`src/rtl/i2c_xfer_seq_pkg.sv`:
```
// Shared types for the I2C register-transaction sequencer: FSM states,
// response error codes and the default transaction size.
package i2c_xfer_seq_pkg;

    localparam int I2C_SEQ_MAX_BYTES = 4;

    typedef enum logic [3:0] {
        ST_IDLE,
        ST_DEV_W,
        ST_REG,
        ST_DATA_W,
        ST_DEV_R,
        ST_DATA_R,
        ST_STOP,
        ST_GAP,
        ST_DONE
    } seq_state_e;

    typedef enum logic [1:0] {
        I2C_SEQ_OK   = 2'b00,
        I2C_SEQ_NACK = 2'b01,
        I2C_SEQ_AL   = 2'b10,
        I2C_SEQ_TMO  = 2'b11
    } seq_err_e;

    // States in which a byte command is outstanding at the byte controller.
    function automatic logic is_cmd_state(seq_state_e s);
        return s inside {ST_DEV_W, ST_REG, ST_DATA_W, ST_DEV_R, ST_DATA_R, ST_STOP};
    endfunction

    // Commands whose received ACK bit comes from the slave.
    function automatic logic is_write_cmd(seq_state_e s);
        return s inside {ST_DEV_W, ST_REG, ST_DATA_W, ST_DEV_R};
    endfunction

endpackage

```
`src/rtl/i2c_xfer_seq_if.sv`:
```
// Request/response handshake plus byte-controller command bus of the sequencer.
// The master modport is the sequencer's view; slave is the requester/controller side.
interface i2c_xfer_seq_if #(
    parameter int MAX_BYTES = 4,
    parameter int LEN_W     = (MAX_BYTES > 1) ? $clog2(MAX_BYTES) : 1
);
    logic                   req_valid_i;
    logic                   req_ready_o;
    logic                   req_rnw_i;
    logic [6:0]             req_dev_i;
    logic [7:0]             req_reg_i;
    logic [LEN_W-1:0]       req_len_i;
    logic [8*MAX_BYTES-1:0] req_wdata_i;
    logic                   rsp_valid_o;
    logic [1:0]             rsp_err_o;
    logic [8*MAX_BYTES-1:0] rsp_rdata_o;
    logic                   start_o;
    logic                   stop_o;
    logic                   read_o;
    logic                   write_o;
    logic                   ack_o;
    logic [7:0]             dat_o;
    logic                   cmd_ack_i;
    logic                   ack_i;
    logic [7:0]             dat_i;
    logic                   al_i;

    modport master (
        input  req_valid_i, req_rnw_i, req_dev_i, req_reg_i, req_len_i, req_wdata_i,
        input  cmd_ack_i, ack_i, dat_i, al_i,
        output req_ready_o, rsp_valid_o, rsp_err_o, rsp_rdata_o,
        output start_o, stop_o, read_o, write_o, ack_o, dat_o
    );

    modport slave (
        output req_valid_i, req_rnw_i, req_dev_i, req_reg_i, req_len_i, req_wdata_i,
        output cmd_ack_i, ack_i, dat_i, al_i,
        input  req_ready_o, rsp_valid_o, rsp_err_o, rsp_rdata_o,
        input  start_o, stop_o, read_o, write_o, ack_o, dat_o
    );
endinterface

```
`src/rtl/i2c_xfer_seq_wdog.sv`:
```
// Per-command watchdog: reloads while load_i is high, otherwise counts down and
// flags expiry on the TIMEOUT_CYC-th consecutive non-load cycle.
module i2c_seq_wdog
    import i2c_xfer_seq_pkg::*;
#(
    parameter int TIMEOUT_CYC = 65535
) (
    input  logic clk_i,
    input  logic rst_n_i,
    input  logic load_i,
    output logic expired_o
);
    localparam int CW = (TIMEOUT_CYC > 1) ? $clog2(TIMEOUT_CYC) : 1;
    localparam logic [CW-1:0] RELOAD = CW'(TIMEOUT_CYC - 1);

    logic [CW-1:0] cnt_q, cnt_d;

    always_comb begin
        cnt_d = cnt_q;
        if (load_i) begin
            cnt_d = RELOAD;
        end else if (cnt_q != '0) begin
            cnt_d = cnt_q - CW'(1);
        end
    end

    always_ff @(posedge clk_i or negedge rst_n_i) begin
        if (!rst_n_i) begin
            cnt_q <= RELOAD;
        end else begin
            cnt_q <= cnt_d;
        end
    end

    assign expired_o = !load_i && (cnt_q == '0);
endmodule

```
`src/rtl/i2c_xfer_seq.sv`:
```
// Register-transaction sequencer: turns one write/read register request into
// start/write/read/stop byte commands for the I2C byte controller.
module i2c_xfer_seq
    import i2c_xfer_seq_pkg::*;
#(
    parameter int MAX_BYTES   = I2C_SEQ_MAX_BYTES,
    parameter int TIMEOUT_CYC = 65535,
    parameter int LEN_W       = (MAX_BYTES > 1) ? $clog2(MAX_BYTES) : 1
) (
    input  logic           clk_i,
    input  logic           rst_n_i,
    input  logic           ena_i,
    i2c_xfer_seq_if.master bus
);
    localparam int DW = 8 * MAX_BYTES;

    seq_state_e       state_q, state_d, follow_q, follow_d;
    seq_err_e         err_q, err_d;
    logic [LEN_W-1:0] cnt_q, cnt_d, len_q, len_d;
    logic             rnw_q, rnw_d;
    logic [6:0]       dev_q, dev_d;
    logic [7:0]       sub_q, sub_d;
    logic [DW-1:0]    wdata_q, wdata_d, rbuf_q, rbuf_d;
    logic             req_ready_q, req_ready_d, rsp_valid_q, rsp_valid_d;
    logic [1:0]       rsp_err_q, rsp_err_d;
    logic [DW-1:0]    rsp_rdata_q, rsp_rdata_d;
    logic             start_q, start_d, stop_q, stop_d, read_q, read_d;
    logic             write_q, write_d, ack_q, ack_d;
    logic [7:0]       dat_q, dat_d;
    logic             wdog_exp;

    i2c_seq_wdog #(.TIMEOUT_CYC(TIMEOUT_CYC)) u_wdog (
        .clk_i     (clk_i),
        .rst_n_i   (rst_n_i),
        .load_i    (!is_cmd_state(state_q)),
        .expired_o (wdog_exp)
    );

    // Next state first, then all registered outputs are derived from the next
    // state so strobes line up with the cycle the FSM enters a command state.
    always_comb begin
        state_d     = state_q;
        follow_d    = follow_q;
        err_d       = err_q;
        cnt_d       = cnt_q;
        len_d       = len_q;
        rnw_d       = rnw_q;
        dev_d       = dev_q;
        sub_d       = sub_q;
        wdata_d     = wdata_q;
        rbuf_d      = rbuf_q;
        rsp_valid_d = 1'b0;
        rsp_err_d   = rsp_err_q;
        rsp_rdata_d = rsp_rdata_q;

        case (state_q)
            ST_IDLE: begin
                if (bus.req_valid_i && req_ready_q) begin
                    state_d = ST_DEV_W;
                    err_d   = I2C_SEQ_OK;
                    cnt_d   = '0;
                    rbuf_d  = '0;
                    rnw_d   = bus.req_rnw_i;
                    dev_d   = bus.req_dev_i;
                    sub_d   = bus.req_reg_i;
                    len_d   = bus.req_len_i;
                    wdata_d = bus.req_wdata_i;
                end
            end
            ST_GAP:  state_d = follow_q;
            ST_DONE: state_d = ST_IDLE;
            ST_DEV_W, ST_REG, ST_DATA_W, ST_DEV_R, ST_DATA_R, ST_STOP: begin
                if (bus.cmd_ack_i) begin
                    state_d = ST_GAP;
                    if (is_write_cmd(state_q) && bus.ack_i) begin
                        err_d    = I2C_SEQ_NACK;
                        follow_d = ST_STOP;
                    end else begin
                        case (state_q)
                            ST_DEV_W: follow_d = ST_REG;
                            ST_REG:   follow_d = rnw_q ? ST_DEV_R : ST_DATA_W;
                            ST_DEV_R: follow_d = ST_DATA_R;
                            ST_DATA_W, ST_DATA_R: begin
                                if (state_q == ST_DATA_R) begin
                                    rbuf_d[{cnt_q, 3'b000} +: 8] = bus.dat_i;
                                end
                                if (cnt_q == len_q) begin
                                    follow_d = ST_STOP;
                                end else begin
                                    follow_d = state_q;
                                    cnt_d    = cnt_q + LEN_W'(1);
                                end
                            end
                            default: state_d = ST_DONE;
                        endcase
                    end
                end else if (wdog_exp) begin
                    state_d = ST_DONE;
                    err_d   = I2C_SEQ_TMO;
                end
            end
            default: state_d = ST_IDLE;
        endcase

        // Arbitration loss abandons the bus immediately, so no STOP is issued.
        if (bus.al_i && state_q != ST_IDLE && state_q != ST_DONE) begin
            state_d = ST_DONE;
            err_d   = I2C_SEQ_AL;
        end

        if (state_d == ST_DONE && state_q != ST_DONE) begin
            rsp_valid_d = 1'b1;
            rsp_err_d   = err_d;
            rsp_rdata_d = rbuf_d;
        end

        if (!ena_i) begin
            state_d     = ST_IDLE;
            rsp_valid_d = 1'b0;
            rsp_err_d   = rsp_err_q;
            rsp_rdata_d = rsp_rdata_q;
        end

        req_ready_d = (state_d == ST_IDLE) && ena_i;
        start_d     = (state_d == ST_DEV_W) || (state_d == ST_DEV_R);
        write_d     = is_write_cmd(state_d);
        read_d      = (state_d == ST_DATA_R);
        stop_d      = (state_d == ST_STOP);
        ack_d       = (state_d == ST_DATA_R) && (cnt_d == len_d);
        case (state_d)
            ST_DEV_W:  dat_d = {dev_d, 1'b0};
            ST_REG:    dat_d = sub_d;
            ST_DATA_W: dat_d = wdata_d[{cnt_d, 3'b000} +: 8];
            ST_DEV_R:  dat_d = {dev_d, 1'b1};
            default:   dat_d = 8'h00;
        endcase
    end

    always_ff @(posedge clk_i or negedge rst_n_i) begin
        if (!rst_n_i) begin
            state_q     <= ST_IDLE;
            follow_q    <= ST_IDLE;
            err_q       <= I2C_SEQ_OK;
            cnt_q       <= '0;
            len_q       <= '0;
            rnw_q       <= 1'b0;
            dev_q       <= '0;
            sub_q       <= '0;
            wdata_q     <= '0;
            rbuf_q      <= '0;
            req_ready_q <= 1'b0;
            rsp_valid_q <= 1'b0;
            rsp_err_q   <= '0;
            rsp_rdata_q <= '0;
            start_q     <= 1'b0;
            stop_q      <= 1'b0;
            read_q      <= 1'b0;
            write_q     <= 1'b0;
            ack_q       <= 1'b0;
            dat_q       <= '0;
        end else begin
            state_q     <= state_d;
            follow_q    <= follow_d;
            err_q       <= err_d;
            cnt_q       <= cnt_d;
            len_q       <= len_d;
            rnw_q       <= rnw_d;
            dev_q       <= dev_d;
            sub_q       <= sub_d;
            wdata_q     <= wdata_d;
            rbuf_q      <= rbuf_d;
            req_ready_q <= req_ready_d;
            rsp_valid_q <= rsp_valid_d;
            rsp_err_q   <= rsp_err_d;
            rsp_rdata_q <= rsp_rdata_d;
            start_q     <= start_d;
            stop_q      <= stop_d;
            read_q      <= read_d;
            write_q     <= write_d;
            ack_q       <= ack_d;
            dat_q       <= dat_d;
        end
    end

    assign bus.req_ready_o = req_ready_q;
    assign bus.rsp_valid_o = rsp_valid_q;
    assign bus.rsp_err_o   = rsp_err_q;
    assign bus.rsp_rdata_o = rsp_rdata_q;
    assign bus.start_o     = start_q;
    assign bus.stop_o      = stop_q;
    assign bus.read_o      = read_q;
    assign bus.write_o     = write_q;
    assign bus.ack_o       = ack_q;
    assign bus.dat_o       = dat_q;
endmodule

```
`src/flat_wrapper.sv`:
```
// flat-port wrapper written by rule: the top's interface ports become plain ports
module i2c_xfer_seq_flat import i2c_xfer_seq_pkg::*;
#(
    parameter int MAX_BYTES   = I2C_SEQ_MAX_BYTES,
    parameter int TIMEOUT_CYC = 65535,
    parameter int LEN_W       = (MAX_BYTES > 1) ? $clog2(MAX_BYTES) : 1
)
  (clk_i, rst_n_i, ena_i, bus_req_valid_i, bus_req_rnw_i, bus_req_dev_i, bus_req_reg_i, bus_req_len_i, bus_req_wdata_i, bus_cmd_ack_i, bus_ack_i, bus_dat_i, bus_al_i, bus_req_ready_o, bus_rsp_valid_o, bus_rsp_err_o, bus_rsp_rdata_o, bus_start_o, bus_stop_o, bus_read_o, bus_write_o, bus_ack_o, bus_dat_o);
  i2c_xfer_seq_if #(.MAX_BYTES(MAX_BYTES), .LEN_W(LEN_W)) bus_i ();
  input  logic clk_i;
  input  logic rst_n_i;
  input  logic ena_i;
  input wire logic [$bits(bus_i.req_valid_i)-1:0] bus_req_valid_i;
  input wire logic [$bits(bus_i.req_rnw_i)-1:0] bus_req_rnw_i;
  input wire logic [$bits(bus_i.req_dev_i)-1:0] bus_req_dev_i;
  input wire logic [$bits(bus_i.req_reg_i)-1:0] bus_req_reg_i;
  input wire logic [$bits(bus_i.req_len_i)-1:0] bus_req_len_i;
  input wire logic [$bits(bus_i.req_wdata_i)-1:0] bus_req_wdata_i;
  input wire logic [$bits(bus_i.cmd_ack_i)-1:0] bus_cmd_ack_i;
  input wire logic [$bits(bus_i.ack_i)-1:0] bus_ack_i;
  input wire logic [$bits(bus_i.dat_i)-1:0] bus_dat_i;
  input wire logic [$bits(bus_i.al_i)-1:0] bus_al_i;
  output wire logic [$bits(bus_i.req_ready_o)-1:0] bus_req_ready_o;
  output wire logic [$bits(bus_i.rsp_valid_o)-1:0] bus_rsp_valid_o;
  output wire logic [$bits(bus_i.rsp_err_o)-1:0] bus_rsp_err_o;
  output wire logic [$bits(bus_i.rsp_rdata_o)-1:0] bus_rsp_rdata_o;
  output wire logic [$bits(bus_i.start_o)-1:0] bus_start_o;
  output wire logic [$bits(bus_i.stop_o)-1:0] bus_stop_o;
  output wire logic [$bits(bus_i.read_o)-1:0] bus_read_o;
  output wire logic [$bits(bus_i.write_o)-1:0] bus_write_o;
  output wire logic [$bits(bus_i.ack_o)-1:0] bus_ack_o;
  output wire logic [$bits(bus_i.dat_o)-1:0] bus_dat_o;
  assign bus_i.req_valid_i = bus_req_valid_i;
  assign bus_i.req_rnw_i = bus_req_rnw_i;
  assign bus_i.req_dev_i = bus_req_dev_i;
  assign bus_i.req_reg_i = bus_req_reg_i;
  assign bus_i.req_len_i = bus_req_len_i;
  assign bus_i.req_wdata_i = bus_req_wdata_i;
  assign bus_i.cmd_ack_i = bus_cmd_ack_i;
  assign bus_i.ack_i = bus_ack_i;
  assign bus_i.dat_i = bus_dat_i;
  assign bus_i.al_i = bus_al_i;
  assign bus_req_ready_o = bus_i.req_ready_o;
  assign bus_rsp_valid_o = bus_i.rsp_valid_o;
  assign bus_rsp_err_o = bus_i.rsp_err_o;
  assign bus_rsp_rdata_o = bus_i.rsp_rdata_o;
  assign bus_start_o = bus_i.start_o;
  assign bus_stop_o = bus_i.stop_o;
  assign bus_read_o = bus_i.read_o;
  assign bus_write_o = bus_i.write_o;
  assign bus_ack_o = bus_i.ack_o;
  assign bus_dat_o = bus_i.dat_o;
  i2c_xfer_seq #(.MAX_BYTES(MAX_BYTES), .TIMEOUT_CYC(TIMEOUT_CYC), .LEN_W(LEN_W)) u_core (.clk_i(clk_i), .rst_n_i(rst_n_i), .ena_i(ena_i), .bus(bus_i));
endmodule
```
`config.mk`:
```
export PLATFORM = sky130hd
export DESIGN_NAME = i2c_xfer_seq_flat
export DESIGN_NICKNAME = d
export VERILOG_FILES = /design/src/rtl/i2c_xfer_seq_pkg.sv /design/src/rtl/i2c_xfer_seq_if.sv /design/src/rtl/i2c_xfer_seq_wdog.sv /design/src/rtl/i2c_xfer_seq.sv /design/src/flat_wrapper.sv
export SDC_FILE = /design/constraint.sdc
export NUM_CORES = 1
export LEC_CHECK = 0
export CAP_MARGIN = 25
export CORE_MARGIN = 5
export CORE_UTILIZATION = 40
export DETAILED_ROUTE_END_ITERATION = 7
export PLACE_DENSITY_LB_ADDON = 0.15
export SLEW_MARGIN = 10
export SYNTH_ARGS = -nofsm -noshare
export SYNTH_HDL_FRONTEND = slang
export SYNTH_SLANG_ARGS = --single-unit
```
`constraint.sdc`:
```
create_clock -name clk_i -period 6.4 [get_ports clk_i]
set_clock_uncertainty 0.15 [all_clocks]
set_input_delay 1.6 -clock clk_i [delete_from_list [all_inputs] [get_ports clk_i]]
set_output_delay 1.6 -clock clk_i [all_outputs]
set_load 0.02 [all_outputs]
```
* Yosys cells after proc, flatten, opt, wreduce, memory -nomap -nowiden
Index checks and enable logic that the tools add are counted.
Storage, ports and cells: register bits after elaboration 159, input bits 65, output and inout port bits 49, word-level logic and storage cells 113
Cells by class: add/sub/neg operators 3, equality and inequality tests 18, shift-type cells 3, mux-type cells 44, reduce and logical (&&, ||, !) cells 24
Operator list (number):
- two-way mux 32 bit | 7
- case mux 32 bit (2 select lines) | 1
- two-way mux 4 bit | 9
- bitwise mux 32 bit | 1
- two-way mux 16 bit | 2
- case mux 8 bit (4 select lines) | 1
- variable shift 8 x 7 -> 32 bit, first input constant | 1
- indexed part select 32 x 6 -> 8 bit | 1
- indexed part select 8 x 7 -> 32 bit | 1
- equality test 4 x 3 -> 1 bit, second input constant | 7
- two-way mux 2 bit | 12
- equality test 4 x 2 -> 1 bit, second input constant | 4
- logical NOT 16 bit | 1
- two-way mux 8 bit | 2
- case mux 4 bit (4 select lines) | 1
- nonzero test 16 bit | 1
- subtractor 16 x 1 -> 16 bit, second input constant | 1
- two-way mux 7 bit | 2
- case mux 4 bit (3 select lines) | 1
- nonzero test 4 bit | 3
- equality test 4 x 1 -> 1 bit, second input constant | 2
- logical AND 1 bit | 8
- logical NOT 4 bit | 2
- case mux 2 bit (2 select lines) | 2
- other kinds (16) | 19

* Longest topological paths before layout
Gate-level depths: netlist (run 1).
word-level depth 11, mapped depth 11, depth with buffers taken out 11

* Cells and area by module
Synthesis (run 1) repeated with hierarchy kept, for this count alone.
Second synthesis, totals: cells, all modules 621, area, all modules 7293.2 µm²
Modules (own cells, without submodules):
- i2c_xfer_seq | instances 1, cells an instance 534, area each 6372.4 µm², seq. area each 3578.4 µm²
- i2c_seq_wdog | instances 1, cells an instance 87, area each 920.9 µm², seq. area each 419.2 µm²

* Worst setup path before layout (run 1)
No wires, ideal clock.
path type input to register, start point in bus_cmd_ack_i, end point reg u_core.rsp_err_q[0] (netlist: u_core.bus.rsp_err_o[0]), setup time 0.128 ns, arrival 3.212 ns, required time 6.122 ns, slack 2.910 ns, cell stages on the path 7, path buffers 2, path through clkbuf_1 a221o_1 a31o_1 o31ai_2 nand2_2 buf_6 mux2_1
On the way: word-level cells in the longest chain between the ends 6, elaborated cells on any way between the ends 9, those cells by class eq/ne (1); mux (6); reduce/logical (2)
Ends and longest elaborated chain:
- start, declared | line flat_wrapper.sv:19 | input wire logic [$bits(bus_i.cmd_ack_i)-1:0] bus_cmd_ack_i;
- two-way mux 4 bit | line i2c_xfer_seq.sv:73 | if (bus.cmd_ack_i) begin
- case mux 4 bit (3 select lines) | line i2c_xfer_seq.sv:56 | case (state_q)
- two-way mux 4 bit | line i2c_xfer_seq.sv:106 | if (bus.al_i && state_q != ST_IDLE && state_q != ST_DONE) begin
- equality test 4 bit | line i2c_xfer_seq.sv:111 | if (state_d == ST_DONE && state_q != ST_DONE) begin
- logical AND 1 bit | line i2c_xfer_seq.sv:111
- AND reduction 2 bit (no line)
- end signal, assigned | line i2c_xfer_seq.sv:174 | rsp_err_q <= rsp_err_d;
- end, declared | line i2c_xfer_seq.sv:25 | logic [1:0] rsp_err_q, rsp_err_d;
Several ways; a longest one is shown, not always the timed one. A chain may end at the register's enable or synchronous reset.

* Worst setup path in the final report (run 1)
start point in bus_cmd_ack_i, end point reg u_core.rsp_rdata_q[8] (netlist: u_core.bus.rsp_rdata_o[8])
On the way: word-level cells in the longest chain between the ends 6, elaborated cells on any way between the ends 8, those cells by class eq/ne (1); mux (5); reduce/logical (2)
Ends and longest elaborated chain:
- two-way mux 4 bit | line i2c_xfer_seq.sv:73
- case mux 4 bit (3 select lines) | line i2c_xfer_seq.sv:56
- two-way mux 4 bit | line i2c_xfer_seq.sv:106
- equality test 4 bit | line i2c_xfer_seq.sv:111
- logical AND 1 bit | line i2c_xfer_seq.sv:111
- AND reduction 2 bit (no line)
- end signal, assigned | line i2c_xfer_seq.sv:175 | rsp_rdata_q <= rsp_rdata_d;
- end, declared | line i2c_xfer_seq.sv:26 | logic [DW-1:0] rsp_rdata_q, rsp_rdata_d;
Several ways; a longest one is shown, not always the timed one.

==> flow_metrics.py, run 1 <==
metrics = {
    "floorplanning": {
        "fp-row-count": 48,
        "die_w_um": 143,
        "die_y_um": 143,
        "core_area_mm2": 0.0173,
        "ios": 114,
        "die_area_mm2": 0.0204,
        "initial_core_util_pct": 40.9,
    },
    "cts": {
        "insertion_delay_ns": 0.43,
        "postCtsSetupBuffers": 0,
        "path_clk_slew_ns": 0.07,
        "cts_buffers": 17,
        "clock-root-buffer": "clkbuf_16",
        "clk_path_buf_depth": 2,
        "ctsHoldBuffers": 0,
        "cts_resized": 0,
        "cts_sinks": 159,
        "cts_tree": "done",
        "cts_htree_levels": 4,
    },
    "grt": {
        "grt_pass1_vias": 5472,
        "grt_antenna_before_repair": 0,
        "grt_max_degree": 71,
        "grt_pass1_wl_um": 28500,
        "grtUsageTotal_pct": 17.8,
        "grt_overflow": 0,
    },
    "timing": {
        "hold_viol_final": 0,
        "drv_slew": 0,
        "max_freq_ghz": 0.232,
        "post-route-period-util_pct": 67.4,
        "finalSetupTns_ns": 0,
        "slew_headroom_pct": 40.5,
        "finalSetupViolations": 0,
        "fin_crit_ns": 4.31,
        "tightest_slew_ns": 0.889,
        "rsz0062_at_grt": "no",
    },
    "synth": {
        "ys_ff_latch": 159,
        "netlist-cell-type-count": 62,
        "synthFlopType": "dfrtp_1",
        "avgSynthCellArea_um2": 10.9,
        "ys_seq_area_share_pct": 56.5,
        "yosysWarnings": 0,
        "syn_area_mm2": 0.00707,
        "synthArstFlopShare_pct": 100,
        "synthesis.nets": 723,
        "synth-edff-count": 0,
        "postSynthCellCount": 651,
    },
    "worst_setup_path": {
        "worstSetupPathType": "input pin to flop",
        "startpoint_type": "input pin",
        "cpMaxStageDelayCell": "clkdlybuf4s50_1",
        "cp.arrival_ns": 4.47,
        "worstPathRequired_ns": 6.56,
        "path_cells": "clkdlybuf4s50_1 -> and3b_1 -> a221oi_1 -> o22ai_1 -> o31ai_2 -> nand2_2 -> mux2_1",
        "crit_path_max_fanout": 35,
        "crit_path_end_kind": "flop",
        "cpPeakStageDelay_ns": 0.61,
    },
    "route": {
        "ant_nets": 0,
        "dr.pass1.iters": 4,
        "wl_per_cell_um": 17.3,
        "route.vias.total": 5154,
        "viasPerCell": 5.17,
        "drt_iter0_drc": 292,
        "wirelength_um": 17200,
        "drc": 0,
    },
    "placed_design": {
        "portBuffers": 113,
        "gp_congestion": 0.795,
        "place_hpwl_um": 11900,
    },
    "power": {
        "p_leak_nw": 4.17,
        "power_mw": 3.60,
        "p_per_area_mw_per_mm2": 402,
        "max-vdd-ir-drop_mv": 0.206,
    },
    "cells_and_area": {
        "nets": 830,
        "antenna_cells": 0,
        "n_fill_cell": 1537,
        "synthToLayoutAreaGrowth_pct": 26.8,
        "drive_gt1_share_pct": 9.73,
    },
    "status": {
        "outcome": "finished clean",
    },
    "flow_run": {
        "cap_violations": 0,
    },
    "worst_hold_path": {
        "hold_path.class": "flop to flop",
    },
}
==> metal layers <==
metal | wire length [um] | vias to the layer above | track usage, %
met2 | 8450 | 122 | 28.7
met3 | 831 | 19 | 4.66
li1 | - | 2461 | -
met4 | 265 | 0 | 5.35
met5 | 0 | - | 0
met1 | 7660 | 2552 | 23.8
==> cells by family (layout without fill, tap and decap cells) <==
logic type	after synthesis	count (layout)	share of synthesized area, %
and+or+nand+nor	268	268	17.4
muxes	57	57	8.87
AOI/OAI and AO/OA	103	103	11.0
DFF	159	159	56.5
adders and majority gates	7	7	1.24
buffers and inverters	41	161	3.03
xor gates and xnor gates	16	16	1.98
==> Yosys cell counts (2+ instances only) <==
cell | n | area (um^2)
o21ai_0 | 21 | 105
dfstp_2 | 15 | 394
clkbuf_1 | 17 | 63.8
or3_1 | 3 | 18.8
xor2_1 | 12 | 105
nor2_1 | 21 | 78.8
mux2i_1 | 21 | 210
nor2b_1 | 7 | 43.8
nor3b_1 | 2 | 15.0
a21oi_1 | 13 | 65.1
mux2_1 | 29 | 327
ha_1 | 7 | 87.6
dfrtp_1 | 144 | 3600
o31ai_1 | 3 | 22.5
a32o_1 | 7 | 70.1
nand2_1 | 180 | 676
xnor2_1 | 4 | 35.0
nand3b_1 | 3 | 22.5
a221oi_1 | 2 | 17.5
o22ai_1 | 3 | 18.8
nand3_1 | 9 | 45.0
buf_6 | 7 | 78.8
nand2b_1 | 2 | 12.5
and3_1 | 6 | 37.5
a22o_1 | 30 | 263
buf_2 | 6 | 30.0
and2_0 | 2 | 12.5
and2_1 | 8 | 50.1
a21o_1 | 8 | 60.1
nor4_2 | 3 | 37.5
o211ai_1 | 2 | 15.0
and4_1 | 4 | 35.0
nand2_2 | 2 | 12.5
inv_1 | 10 | 37.5
mux2_2 | 6 | 67.6
nor3_1 | 6 | 30.0
==> path summary, 6_finish.rpt <==
path / cells after the start / end / slack [ns] / startpoint
max in group asynchronous: 2 / u_core.follow_q[2]$_DFFE_PN0P_ / 3.99 / rst_n_i
min in group asynchronous: 1 / u_core.wdata_q[26]$_DFF_PN0_ / 1.03 / rst_n_i
worst min register to register: 2 / u_core.wdata_q[12]$_DFF_PN0_ / 0.32 / u_core.wdata_q[12]$_DFF_PN0_
worst min-delay path: 2 / u_core.wdata_q[12]$_DFF_PN0_ / 0.32 / u_core.wdata_q[12]$_DFF_PN0_
worst max register to register: 8 / u_core.bus.rsp_rdata_o[22]$_DFFE_PN0P_ / 2.77 / u_core.state_q[1]$_DFF_PN0_
worst max-delay path: 7 / u_core.bus.rsp_rdata_o[8]$_DFFE_PN0P_ / 2.09 / bus_cmd_ack_i
==> flip-flops by register name, summed over array words and instances (netlist names), 4 cells and up <==
signal                  count
u_core.bus.dat_o            8
u_core.bus.rsp_rdata_o     32
u_core.rbuf_q              32
u_core.sub_q                8
u_core.wdata_q             32
u_core.state_q              4
u_core.u_wdog.cnt_q        16
u_core.dev_q                7
u_core.follow_q             4
==> worst max-delay path, delay by kind of cell <==
| family | cells | cell delay [ns] |
|---|---|---|
| AOI/OAI and AO/OA | 3 | 0.84 |
| buffers and inverters | 1 | 0.61 |
| muxes | 1 | 0.54 |
| and+or+nand+nor | 2 | 0.84 |
==> through the flow <==
stage | hold WS (ns) | std cells | cell area, um^2 | setup slack [ns] | utilization (%)
CTS | 0.327 | 995 | 8940 | 2.05 | 51.7
floorplan | 0.286 | 651 | 7070 | 2.91 | -
global route | 0.349 | 996 | 8960 | 1.87 | 51.8
detailed placement | 0.309 | 963 | 8350 | 1.59 | 48.3
global placement | 0.305 | 963 | 8350 | 1.71 | 48.3
finish | 0.323 | 996 | 8960 | 2.09 | 51.8
==> final cells by class <==
cell class / count / area, um^2 / share of cell area (%)
Inverter: 11 / 41.3 / 0.461
Clock inverter: 15 / 164 / 1.83
Clock buffer: 17 / 425 / 4.75
Multi-Input combinational cell: 451 / 2860 / 32.0
Tap cell: 225 / 282 / 3.14
Sequential cell: 159 / 4000 / 44.6
Timing Repair Buffer: 118 / 1190 / 13.3
==> report_power, final <==
group	total, mW	internal (mW)	switching (mW)
registers	1.35	1.22	0.121
logic	1.25	0.460	0.788
clock network	1.01	0.557	0.453
total	3.60	2.24	1.36
==> cell usage in the layout (no fill, tap or decap), drive strengths merged, types with 7 or more instances in the layout <==
cell and n:
xor2 12, mux2 35, clkbuf 17, nand3 9
a21o 8, dfrtp 144, a22o 30, inv 22
nand2 182, clkdlybuf4s50 112, a32o 7, nor2 21
dfstp 15, and2 10, o21ai 22, nor2b 7
ha 7, mux2i 21, nor3 8, a21oi 13
No activity file was read; power rests on OpenSTA's default activity.
==> inputs of run 2 (changes only) <==
Clock period 6.4 ns to 4.35 ns, I/O delays scaled along.
==> run 2 against run 1 <==
  * Clock-buffer cell count is 1 higher
  * Global-route usage is 0.65 points lower
  * Combinational power is 49% higher
  * Worst setup slack worse by 1.4 ns
  * Non-clock buffer count is 4 higher
  * Highest routed layer unchanged
  * Critical path depth is 1 higher
  * Sequential share of layout area is 0.22 points lower
  * Power is 47% higher
  * Die area stayed put
==> flow_metrics.py, run 2 (same netlist as run 1, synthesis figures left out) <==
metrics = {
    "status": {
        "outcome": "finished clean",
    },
    "grt": {
        "grt_pass1_wl_um": 28000,
        "grt_max_degree": 92,
        "met3_usage_pct": 3.62,
        "use_met1_pct": 23.3,
        "busiest_layer": "met2",
        "grt_pass1_vias": 5552,
        "grtUsageTotal_pct": 17.2,
        "grtUsageMet2_pct": 27.7,
        "grt_antenna_before_repair": 0,
        "grt_overflow": 0,
    },
    "cells_and_area": {
        "final_common_cell": "nand2_1",
        "antenna_cells": 0,
        "layout_common_cells": "nand2_1, dfrtp_1, clkdlybuf4s50_1",
        "drive_gt1_share_pct": 10.2,
        "nets": 834,
        "fin_area_mm2": 0.00901,
        "synthToLayoutAreaGrowth_pct": 27.4,
    },
    "power": {
        "p_per_area_mw_per_mm2": 590,
        "p_leak_nw": 4.20,
        "power_mw": 5.31,
        "max-vdd-ir-drop_mv": 0.282,
    },
    "timing": {
        "max_freq_ghz": 0.276,
        "rsz0062_at_grt": "no",
        "tightest_slew_ns": 0.786,
        "post-route-period-util_pct": 83.2,
        "fin_crit_ns": 3.62,
        "finalWorstSetupSlack_ns": 0.730,
        "drv_slew": 0,
        "finalSetupViolations": 0,
        "hold_viol_final": 0,
        "slew_headroom_pct": 47.6,
        "finalSetupTns_ns": 0,
    },
    "worst_setup_path": {
        "cpPeakStageDelay_ns": 0.61,
        "worst-path-buf-inv": 1,
        "startpoint_type": "input pin",
        "cp.arrival_ns": 3.83,
        "cpMaxStageDelayCell": "clkdlybuf4s50_1",
        "path_cells": "clkdlybuf4s50_1 -> mux2_2 -> a2111oi_0 -> o31ai_1 -> or3_1 -> nor2_1 -> a32o_1 -> a21o_1",
        "worstPathRequired_ns": 4.56,
        "crit_path_max_fanout": 13,
        "crit_path_end_kind": "flop",
        "worstSetupPathType": "input pin to flop",
        "cpLargestDelayFamily": "compound AO/OA/AOI/OAI gates",
    },
    "floorplanning": {
        "fp-row-count": 48,
        "die_area_mm2": 0.0204,
        "core_area_mm2": 0.0173,
        "initial_core_util_pct": 40.9,
        "ios": 114,
        "die_w_um": 143,
        "die_y_um": 143,
    },
    "cts": {
        "cts_tree": "done",
        "cts_htree_levels": 4,
        "cts_resized": 0,
        "clk_path_buf_depth": 2,
        "clock-root-buffer": "clkbuf_16",
        "postCtsSetupBuffers": 0,
        "insertion_delay_ns": 0.42,
        "ctsHoldBuffers": 0,
        "cts_buffers": 17,
        "path_clk_slew_ns": 0.07,
        "cts_sinks": 159,
    },
    "route": {
        "ant_nets": 0,
        "wl_per_cell_um": 16.9,
        "viasPerCell": 5.20,
        "dr.pass1.iters": 4,
        "wirelength_um": 16900,
        "drt_iter0_drc": 377,
        "drc": 0,
        "route.vias.total": 5202,
    },
    "placed_design": {
        "portBuffers": 113,
        "place_hpwl_um": 11900,
        "gp_congestion": 0.804,
        "place_area_mm2": 0.00842,
        "dp_slack_ns": 0.347,
    },
    "worst_hold_path": {
        "hold_path.class": "flop to flop",
    },
    "flow_run": {
        "cap_violations": 0,
    },
}
[run 2: cell types whose count changed in the layout (fill, tap and decap cells not counted)]
| cell | change |
|---|---|
| buf_12 | +3 |
| inv_6 | -3 |
| buf_4 | +2 |
| clkinv_2 | +2 |
| buf_16 | -1 |
| clkbuf_8 | +1 |
[run 2: final timing paths]
| check | startpoint | endpoint | slack, ns | cells after the start |
|---|---|---|---|---|
| setup / recovery | bus_cmd_ack_i | u_core.bus.dat_o[3]$_DFF_PN0_ | 0.73 | 8 |
| hold / removal | u_core.wdata_q[8]$_DFF_PN0_ | u_core.wdata_q[8]$_DFF_PN0_ | 0.32 | 2 |
| setup reg to reg | u_core.u_wdog.cnt_q[0]$_DFFE_PN0N_ | u_core.bus.dat_o[3]$_DFF_PN0_ | 1.24 | 9 |
| hold reg to reg | u_core.wdata_q[8]$_DFF_PN0_ | u_core.wdata_q[8]$_DFF_PN0_ | 0.32 | 2 |
| max in group asynchronous | rst_n_i | u_core.wdata_q[4]$_DFF_PN0_ | 2.64 | 2 |
| min in group asynchronous | rst_n_i | u_core.sub_q[0]$_DFF_PN0_ | 0.51 | 1 |
[run 2: final cells by class]
| class | instances | area, um^2 |
|---|---|---|
| Tap cell | 225 | 282 |
| Inverter | 11 | 41.3 |
| Timing Repair Buffer | 122 | 1240 |
| Sequential cell | 159 | 4000 |
| Clock buffer | 18 | 439 |
| Multi-Input combinational cell | 451 | 2860 |
| Fill cell | 1567 | 8290 |
| Clock inverter | 14 | 148 |
[run 2: metrics by stage]
step	cells	hold WS, ns	utilization, %
2_1_floorplan	651	0.286	-
3_3_place_gp	968	0.311	48.7
3_5_place_dp	968	0.309	48.7
4_1_cts	1000	0.325	52.1
5_1_grt	1000	0.342	52.1
6_report	1000	0.322	52.1
[run 2: routing by layer]
layer	part of all wire (%)	routed length (um)	vias up
met4	1.4	232	0
met3	4.2	716	20
met1	46	7790	2561
met5	0	0	-
met2	48	8160	144
li1	-	-	2477
[run 2: report_power, final]
part / switching (mW) / total [mW] / internal, mW
clock: 0.645 / 1.47 / 0.827
combinational: 1.16 / 1.86 / 0.697
sequential: 0.183 / 1.98 / 1.80
total: 1.99 / 5.31 / 3.33
[run 2: tightest hold or removal path: stages (launching register included)]
cell     delay [ns]
dfrtp_1        0.32
nand2_1        0.04
nand2_1        0.07
